File: config.mk
export PLATFORM = sky130hd
export DESIGN_NAME = fetch_unit_flat
export DESIGN_NICKNAME = d
export VERILOG_FILES = /design/src/rtl/fetch_unit_if.sv /design/src/rtl/fetch_unit.sv /design/src/flat_wrapper.sv
export SDC_FILE = /design/constraint.sdc
export NUM_CORES = 1
export LEC_CHECK = 0
export CAP_MARGIN = 10
export CORE_ASPECT_RATIO = 0.75
export CORE_MARGIN = 5
export CORE_UTILIZATION = 40
export DETAILED_ROUTE_END_ITERATION = 10
export PLACE_DENSITY = 0.66
export SETUP_SLACK_MARGIN = 0.05
export SYNTH_ARGS = -nofsm -noshare
export SYNTH_HDL_FRONTEND = slang
export SYNTH_SLANG_ARGS = --single-unit
File: constraint.sdc
create_clock -name CLK -period 8.7 [get_ports CLK]
set_input_delay 0.87 -clock CLK [delete_from_list [all_inputs] [get_ports CLK]]
set_output_delay 0.87 -clock CLK [all_outputs]
set_load 0.01 [all_outputs]
File: src/rtl/fetch_unit_if.sv
// Fetch-stage bus bundle: instruction memory port, decoder
// handshake and execute redirect, grouped for fetch_unit.
interface fetch_unit_if;
  logic        IMEM_EN;
  logic [10:0] IMEM_ADDR;
  logic [31:0] IMEM_RDATA;
  logic [31:0] IR;
  logic [10:0] PC;
  logic        VALID;
  logic        STALL;
  logic        HALT;
  logic        REDIR_VALID;
  logic [10:0] REDIR_PC;
  logic        FETCH_IDLE;

  modport master (
    output IMEM_EN,
    output IMEM_ADDR,
    input  IMEM_RDATA,
    output IR,
    output PC,
    output VALID,
    input  STALL,
    input  HALT,
    input  REDIR_VALID,
    input  REDIR_PC,
    output FETCH_IDLE
  );

  modport slave (
    input  IMEM_EN,
    input  IMEM_ADDR,
    output IMEM_RDATA,
    input  IR,
    input  PC,
    input  VALID,
    output STALL,
    output HALT,
    output REDIR_VALID,
    output REDIR_PC,
    input  FETCH_IDLE
  );
endinterface

File: src/rtl/fetch_unit.sv
// Instruction fetch stage: sequential issue to a synchronous
// imem, small return queue, flush on HALT, redirect from execute.
module fetch_unit #(
  parameter int          DEPTH    = 2,
  parameter logic [10:0] RESET_PC = 11'd0
) (
  input logic         CLK,
  input logic         N_RST,
  fetch_unit_if.master bus
);

  localparam int PW = (DEPTH > 1) ? $clog2(DEPTH) : 1;
  localparam int CW = $clog2(DEPTH + 1);

  typedef enum logic {RUN, WAIT} state_t;

  typedef struct packed {
    logic [31:0] ir;
    logic [10:0] pc;
  } entry_t;

  state_t        state_q, state_d;
  logic [10:0]   fpc_q, fpc_d;
  logic [10:0]   iaddr_q;
  logic [CW-1:0] cnt_q, cnt_d;
  logic [PW-1:0] rd_q, rd_d;
  logic [PW-1:0] wr_q, wr_d;
  logic          inflight_q;
  logic          kill_q, kill_d;
  entry_t        fifo_q [DEPTH];

  logic          live;
  logic          consume;
  logic          flush;
  logic          clear;
  logic          issue;
  logic          push;
  logic          pop;
  logic [CW:0]   occ;
  entry_t        head;

  function automatic logic [PW-1:0] nxt(
    input logic [PW-1:0] p
  );
    return (p == PW'(DEPTH - 1)) ? '0 : p + 1'b1;
  endfunction

  always_comb begin
    live    = (cnt_q != '0) && (state_q == RUN);
    consume = live && !bus.STALL;
    flush   = consume && bus.HALT;
    clear   = flush || bus.REDIR_VALID;
    // occupancy the queue will reach once the in-flight read lands
    occ     = {1'b0, cnt_q}
            + (CW+1)'(inflight_q)
            - (CW+1)'(consume);
    issue   = N_RST
            && (state_q == RUN)
            && !flush
            && !bus.REDIR_VALID
            && (occ < (CW+1)'(DEPTH));
    push    = inflight_q && !kill_q && !clear;
    pop     = consume && !clear;
  end

  always_comb begin
    state_d = state_q;
    fpc_d   = fpc_q;
    cnt_d   = cnt_q + CW'(push) - CW'(pop);
    rd_d    = pop  ? nxt(rd_q) : rd_q;
    wr_d    = push ? nxt(wr_q) : wr_q;
    kill_d  = clear && issue;
    if (issue) begin
      fpc_d = fpc_q + 11'd1;
    end
    unique case (1'b1)
      bus.REDIR_VALID: begin
        fpc_d   = bus.REDIR_PC;
        state_d = RUN;
        cnt_d   = '0;
        rd_d    = '0;
        wr_d    = '0;
      end
      flush && !bus.REDIR_VALID: begin
        state_d = WAIT;
        cnt_d   = '0;
        rd_d    = '0;
        wr_d    = '0;
      end
      default: ;
    endcase
  end

  always_ff @(posedge CLK or negedge N_RST) begin
    if (!N_RST) begin
      state_q    <= RUN;
      fpc_q      <= RESET_PC;
      iaddr_q    <= '0;
      cnt_q      <= '0;
      rd_q       <= '0;
      wr_q       <= '0;
      inflight_q <= 1'b0;
      kill_q     <= 1'b0;
    end else begin
      state_q    <= state_d;
      fpc_q      <= fpc_d;
      cnt_q      <= cnt_d;
      rd_q       <= rd_d;
      wr_q       <= wr_d;
      inflight_q <= issue;
      kill_q     <= kill_d;
      if (issue) begin
        iaddr_q <= fpc_q;
      end
    end
  end

  always_ff @(posedge CLK or negedge N_RST) begin
    if (!N_RST) begin
      for (int i = 0; i < DEPTH; i++) begin
        fifo_q[i] <= '0;
      end
    end else if (push) begin
      fifo_q[wr_q] <= '{ir: bus.IMEM_RDATA, pc: iaddr_q};
    end
  end

  assign head           = fifo_q[rd_q];
  assign bus.IMEM_EN    = issue;
  assign bus.IMEM_ADDR  = fpc_q;
  assign bus.VALID      = live;
  assign bus.IR         = live ? head.ir : '0;
  assign bus.PC         = live ? head.pc : '0;
  assign bus.FETCH_IDLE = (state_q == WAIT);

  a_no_overflow: assert property (
    @(posedge CLK) disable iff (!N_RST)
    !(push && (cnt_q == CW'(DEPTH)) && !consume)
  );

endmodule

File: src/flat_wrapper.sv
// flat-port wrapper written by rule: the top's interface ports become plain ports
module fetch_unit_flat 
#(
  parameter int          DEPTH    = 2,
  parameter logic [10:0] RESET_PC = 11'd0
)
  (CLK, N_RST, bus_IMEM_EN, bus_IMEM_ADDR, bus_IMEM_RDATA, bus_IR, bus_PC, bus_VALID, bus_STALL, bus_HALT, bus_REDIR_VALID, bus_REDIR_PC, bus_FETCH_IDLE);
  fetch_unit_if bus_i ();
  input logic CLK;
  input logic N_RST;
  output wire logic [$bits(bus_i.IMEM_EN)-1:0] bus_IMEM_EN;
  output wire logic [$bits(bus_i.IMEM_ADDR)-1:0] bus_IMEM_ADDR;
  input wire logic [$bits(bus_i.IMEM_RDATA)-1:0] bus_IMEM_RDATA;
  output wire logic [$bits(bus_i.IR)-1:0] bus_IR;
  output wire logic [$bits(bus_i.PC)-1:0] bus_PC;
  output wire logic [$bits(bus_i.VALID)-1:0] bus_VALID;
  input wire logic [$bits(bus_i.STALL)-1:0] bus_STALL;
  input wire logic [$bits(bus_i.HALT)-1:0] bus_HALT;
  input wire logic [$bits(bus_i.REDIR_VALID)-1:0] bus_REDIR_VALID;
  input wire logic [$bits(bus_i.REDIR_PC)-1:0] bus_REDIR_PC;
  output wire logic [$bits(bus_i.FETCH_IDLE)-1:0] bus_FETCH_IDLE;
  assign bus_IMEM_EN = bus_i.IMEM_EN;
  assign bus_IMEM_ADDR = bus_i.IMEM_ADDR;
  assign bus_i.IMEM_RDATA = bus_IMEM_RDATA;
  assign bus_IR = bus_i.IR;
  assign bus_PC = bus_i.PC;
  assign bus_VALID = bus_i.VALID;
  assign bus_i.STALL = bus_STALL;
  assign bus_i.HALT = bus_HALT;
  assign bus_i.REDIR_VALID = bus_REDIR_VALID;
  assign bus_i.REDIR_PC = bus_REDIR_PC;
  assign bus_FETCH_IDLE = bus_i.FETCH_IDLE;
  fetch_unit #(.DEPTH(DEPTH), .RESET_PC(RESET_PC)) u_core (.CLK(CLK), .N_RST(N_RST), .bus(bus_i));
endmodule
==> results.md <==
- Flops & latches, synth: around 120
- DRT iter0 DRCs: about 130
- Slowest CP cell: o21bai_4
- Post-CTS Resized: 0
- Core box area: about 0.013 mm^2
- Share of post-route cells with drive strength above 1: a little over a quarter
- Tot Pwr: 1.74 mW
- Maximum vdd drop: about 130 uV
- Die ar.: around 0.016 mm^2
- Clock buffer depth: 2
- Lkg Pwr: just under 3 nW
- RSZ-0062 raised after global routing: no
- Synth Area in XOR/XNOR: less than 1%
- Worst clock skew: ~0.0080 ns
- Initial DRT Pass Iterations: 4
- Post-CTS Repair Setup Buffers: 0
- Biggest area consumer among synthesized cells: dfrtp_1
- Yosys cell types: 35
- Hold Path Class: input pin to asynchronous set/reset pin
- # hold bufs at CTS: 0
- Gate Count Post-Synth: a little over 400
- Vias per cell: 5.16
- Seq/Total Area, Yosys: a little over half
- Final wirelength: between 10000 and 15000 um
- Top-area cell type share of the netlist area: 54.3%
- Tmin final: between 5 and 6 ns
- Least-Margin Pin Slew: 1.20 ns
- Rel. slew slack: about a fifth
- Status: finished, final reports clean
- RR Endpoint: u_core.iaddr_q[6]$_DFFE_PN0P_
- CTS Buf Count: 17
- Root Buffer: clkbuf_16
- DP Area: between 0.006 and 0.007 mm^2
- Warnings, synthesis: 0
- Wire per inst: 16.7 um
- Number of global-route vias before repair: roughly 3700
- Finished Cell Area: 0.00701 mm^2
- Top-count cell post-synth: dfrtp_1
- Initial Utilization: roughly 40%
- Gr ovfl total: 0
- Post-synthesis mux area share: 29.3%
- Layout Cells excl Fill: between 600 and 700
- Critical Path AT: roughly 5 ns
- Fin Setup TNS: 0 ns
- Global-route wire length before repair: approximately 19000 um
- Max-cap violations: 0
- Critical path's top delay family: simple AND/OR/NAND/NOR gates
- Period utilisation layout: around 68%
- Largest family of logic cells by synthesized area: multiplexers
- Post-synth EDFFs: 0
- Dpl hpwl: around 7300 um
- Final setup fails: 0
- PD cells: between 200 and 250 mW/mm^2
- Synth area leaders: dfrtp_1 (54%), mux2_2 (19%), mux2i_1 (8.1%), nor2_1 (3.3%), mux2_4 (2.3%)
- Die height: 110 um
- N_diodes: 0
- Largest net degree at the start of global routing: 73
- Net count after synthesis: 460
- Cell count of the worst reg-to-reg path: 9
- Initial antenna violation count: 0
- Worst skew pair latency: approximately 0.4 ns
- Critical path cell sequence: o21bai_4 -> nor2_1 -> ha_1 -> nand2b_1 -> fa_1 -> xnor2_1 -> nand4b_1 -> or3_1 -> inv_1 -> clkdlybuf4s50_1
- Largest fanout on the critical path: 46
- # IOs: ~110
- CP required: 7.83 ns
- Beginning of the worst register-to-register path: u_core.cnt_q[1]$_DFF_PN0_
- Antenna violation net count after detailed routing: 0
- CP Capture Type: output pin
- Final Hold Viols: 0
- Synthesized area per cell: approximately 13 um^2
- Post-synth top cells: dfrtp_1 (115), mux2_2 (89), nor2_1 (46), mux2i_1 (43), nand2_1 (14)
- Post-synthesis simple-gate area fraction: just under 7%
- Std cell rows: 36
- Startpoint type of the worst setup path: register
- Nets: between 500 and 600
- I/O Buffers: approximately 100
- DRC viols: 0
- Slowest stage delay, CP: approximately 0.94 ns
- Ys flop type: dfrtp_1
- Worst path bufs/invs: 2
- H-tree Lvls: 4
- Vias: ~3600
- FF-to-FF setup slack: 4.23 ns
- Synth Area in Adders: 1.32%
- Clock transition at path regs: about 0.06 ns
- Gr usage total: 15.4%
- Cells after DPL: roughly 660
- WS Path Type: register to output pin
- P&R area growth vs syn: 32.2%
- Die X-Extent: 143 um
- Async SR Flop Fraction: 100%
- Synthesized area: roughly 0.0053 mm^2
- Count of pins over their slew limit: 0
- FMAX: roughly 0.17 GHz
- CTS tree: done
- Compound-gate portion of the synthesized area: 3.92%
- RePlAce Congestion: ~0.75
- Clk sinks: between 100 and 150
[how the worst max path moves through the flow]
stage                               from          end  slack, ns  depth (start not counted)
2_1_floorplan                  bus_STALL  bus_IMEM_EN       5.02                         10
3_3_place_gp   u_core.cnt_q[1]$_DFF_PN0_  bus_IMEM_EN       3.18                         10
3_5_place_dp   u_core.cnt_q[1]$_DFF_PN0_  bus_IMEM_EN       3.13                         10
4_1_cts        u_core.cnt_q[1]$_DFF_PN0_  bus_IMEM_EN       2.69                         10
5_1_grt        u_core.cnt_q[1]$_DFF_PN0_  bus_IMEM_EN       2.37                         10
6_report       u_core.cnt_q[1]$_DFF_PN0_  bus_IMEM_EN       2.78                         10
[placed cells by master, fill, tap and decap left out, types with 4 or more instances in the layout]
master	Yosys	layout
o211ai_1	4	4
mux2_2	89	89
o311ai_0	9	9
inv_1	7	7
mux2_4	8	8
ha_1	4	4
buf_4	4	4
clkbuf_16	0	17
nor2_1	46	46
mux2i_1	43	43
clkinv_2	0	5
dfrtp_1	115	114
nand2_1	14	13
o311ai_1	9	9
nand3_1	4	4
clkdlybuf4s50_1	0	103
[final cells by class]
type	count	area [um^2]
multi-input cells	256	2250
clock buffers	22	464
flip-flops and latches	115	2880
repair buffers	107	1060
inverters	8	30.0
fillers	1090	5960
clock inverters	10	108
well taps	171	214
[where the power goes]
part / internal (mW) / total [mW] / switching, mW
Combinational: 0.198 / 0.318 / 0.120
Sequential: 0.673 / 0.755 / 0.0818
Clock: 0.433 / 0.667 / 0.234
[sequential cells by signal (all words and copies together) (netlist names)]
register,cells
u_core.bus.IMEM_ADDR,11
u_core.bus.FETCH_IDLE,1
u_core.wr_q,1
u_core.iaddr_q,11
u_core.cnt_q,2
u_core.inflight_q,1
u_core.fifo_q,86
u_core.rd_q,1
u_core.kill_q,1
[per-layer routing]
layer / part of all wire (%) / vias to the layer above / GRT usage, %
met5: 0 / - / 0
met4: 0.86 / 0 / 4.88
met3: 5.0 / 9 / 4.43
met2: 47 / 92 / 24.2
met1: 47 / 1801 / 20.7
li1: - / 1655 / -
[cell families (layout without fill, tap and decap cells)]
kind of cell               count (synthesis)  in the layout
and+or+nand+nor                           81             81
adders and majority gates                  5              5
xor gates and xnor gates                   5              5
muxes                                    140            140
AOI/OAI and AO/OA                         24             24
DFF                                      115            115
buffers and inverters                     36            147
other                                      1              1
[through the flow]
stage | worst slack [ns] | hold WS [ns] | utilization, %
2_1_floorplan | 5.02 | 0.479 | -
5_1_grt | 2.37 | 0.494 | 54.0
3_3_place_gp | 3.18 | 0.486 | 49.6
3_5_place_dp | 3.13 | 0.493 | 49.6
4_1_cts | 2.69 | 0.471 | 54.0
6_report | 2.78 | 0.450 | 54.0
Note: power is estimated with default switching activity, not from simulation.
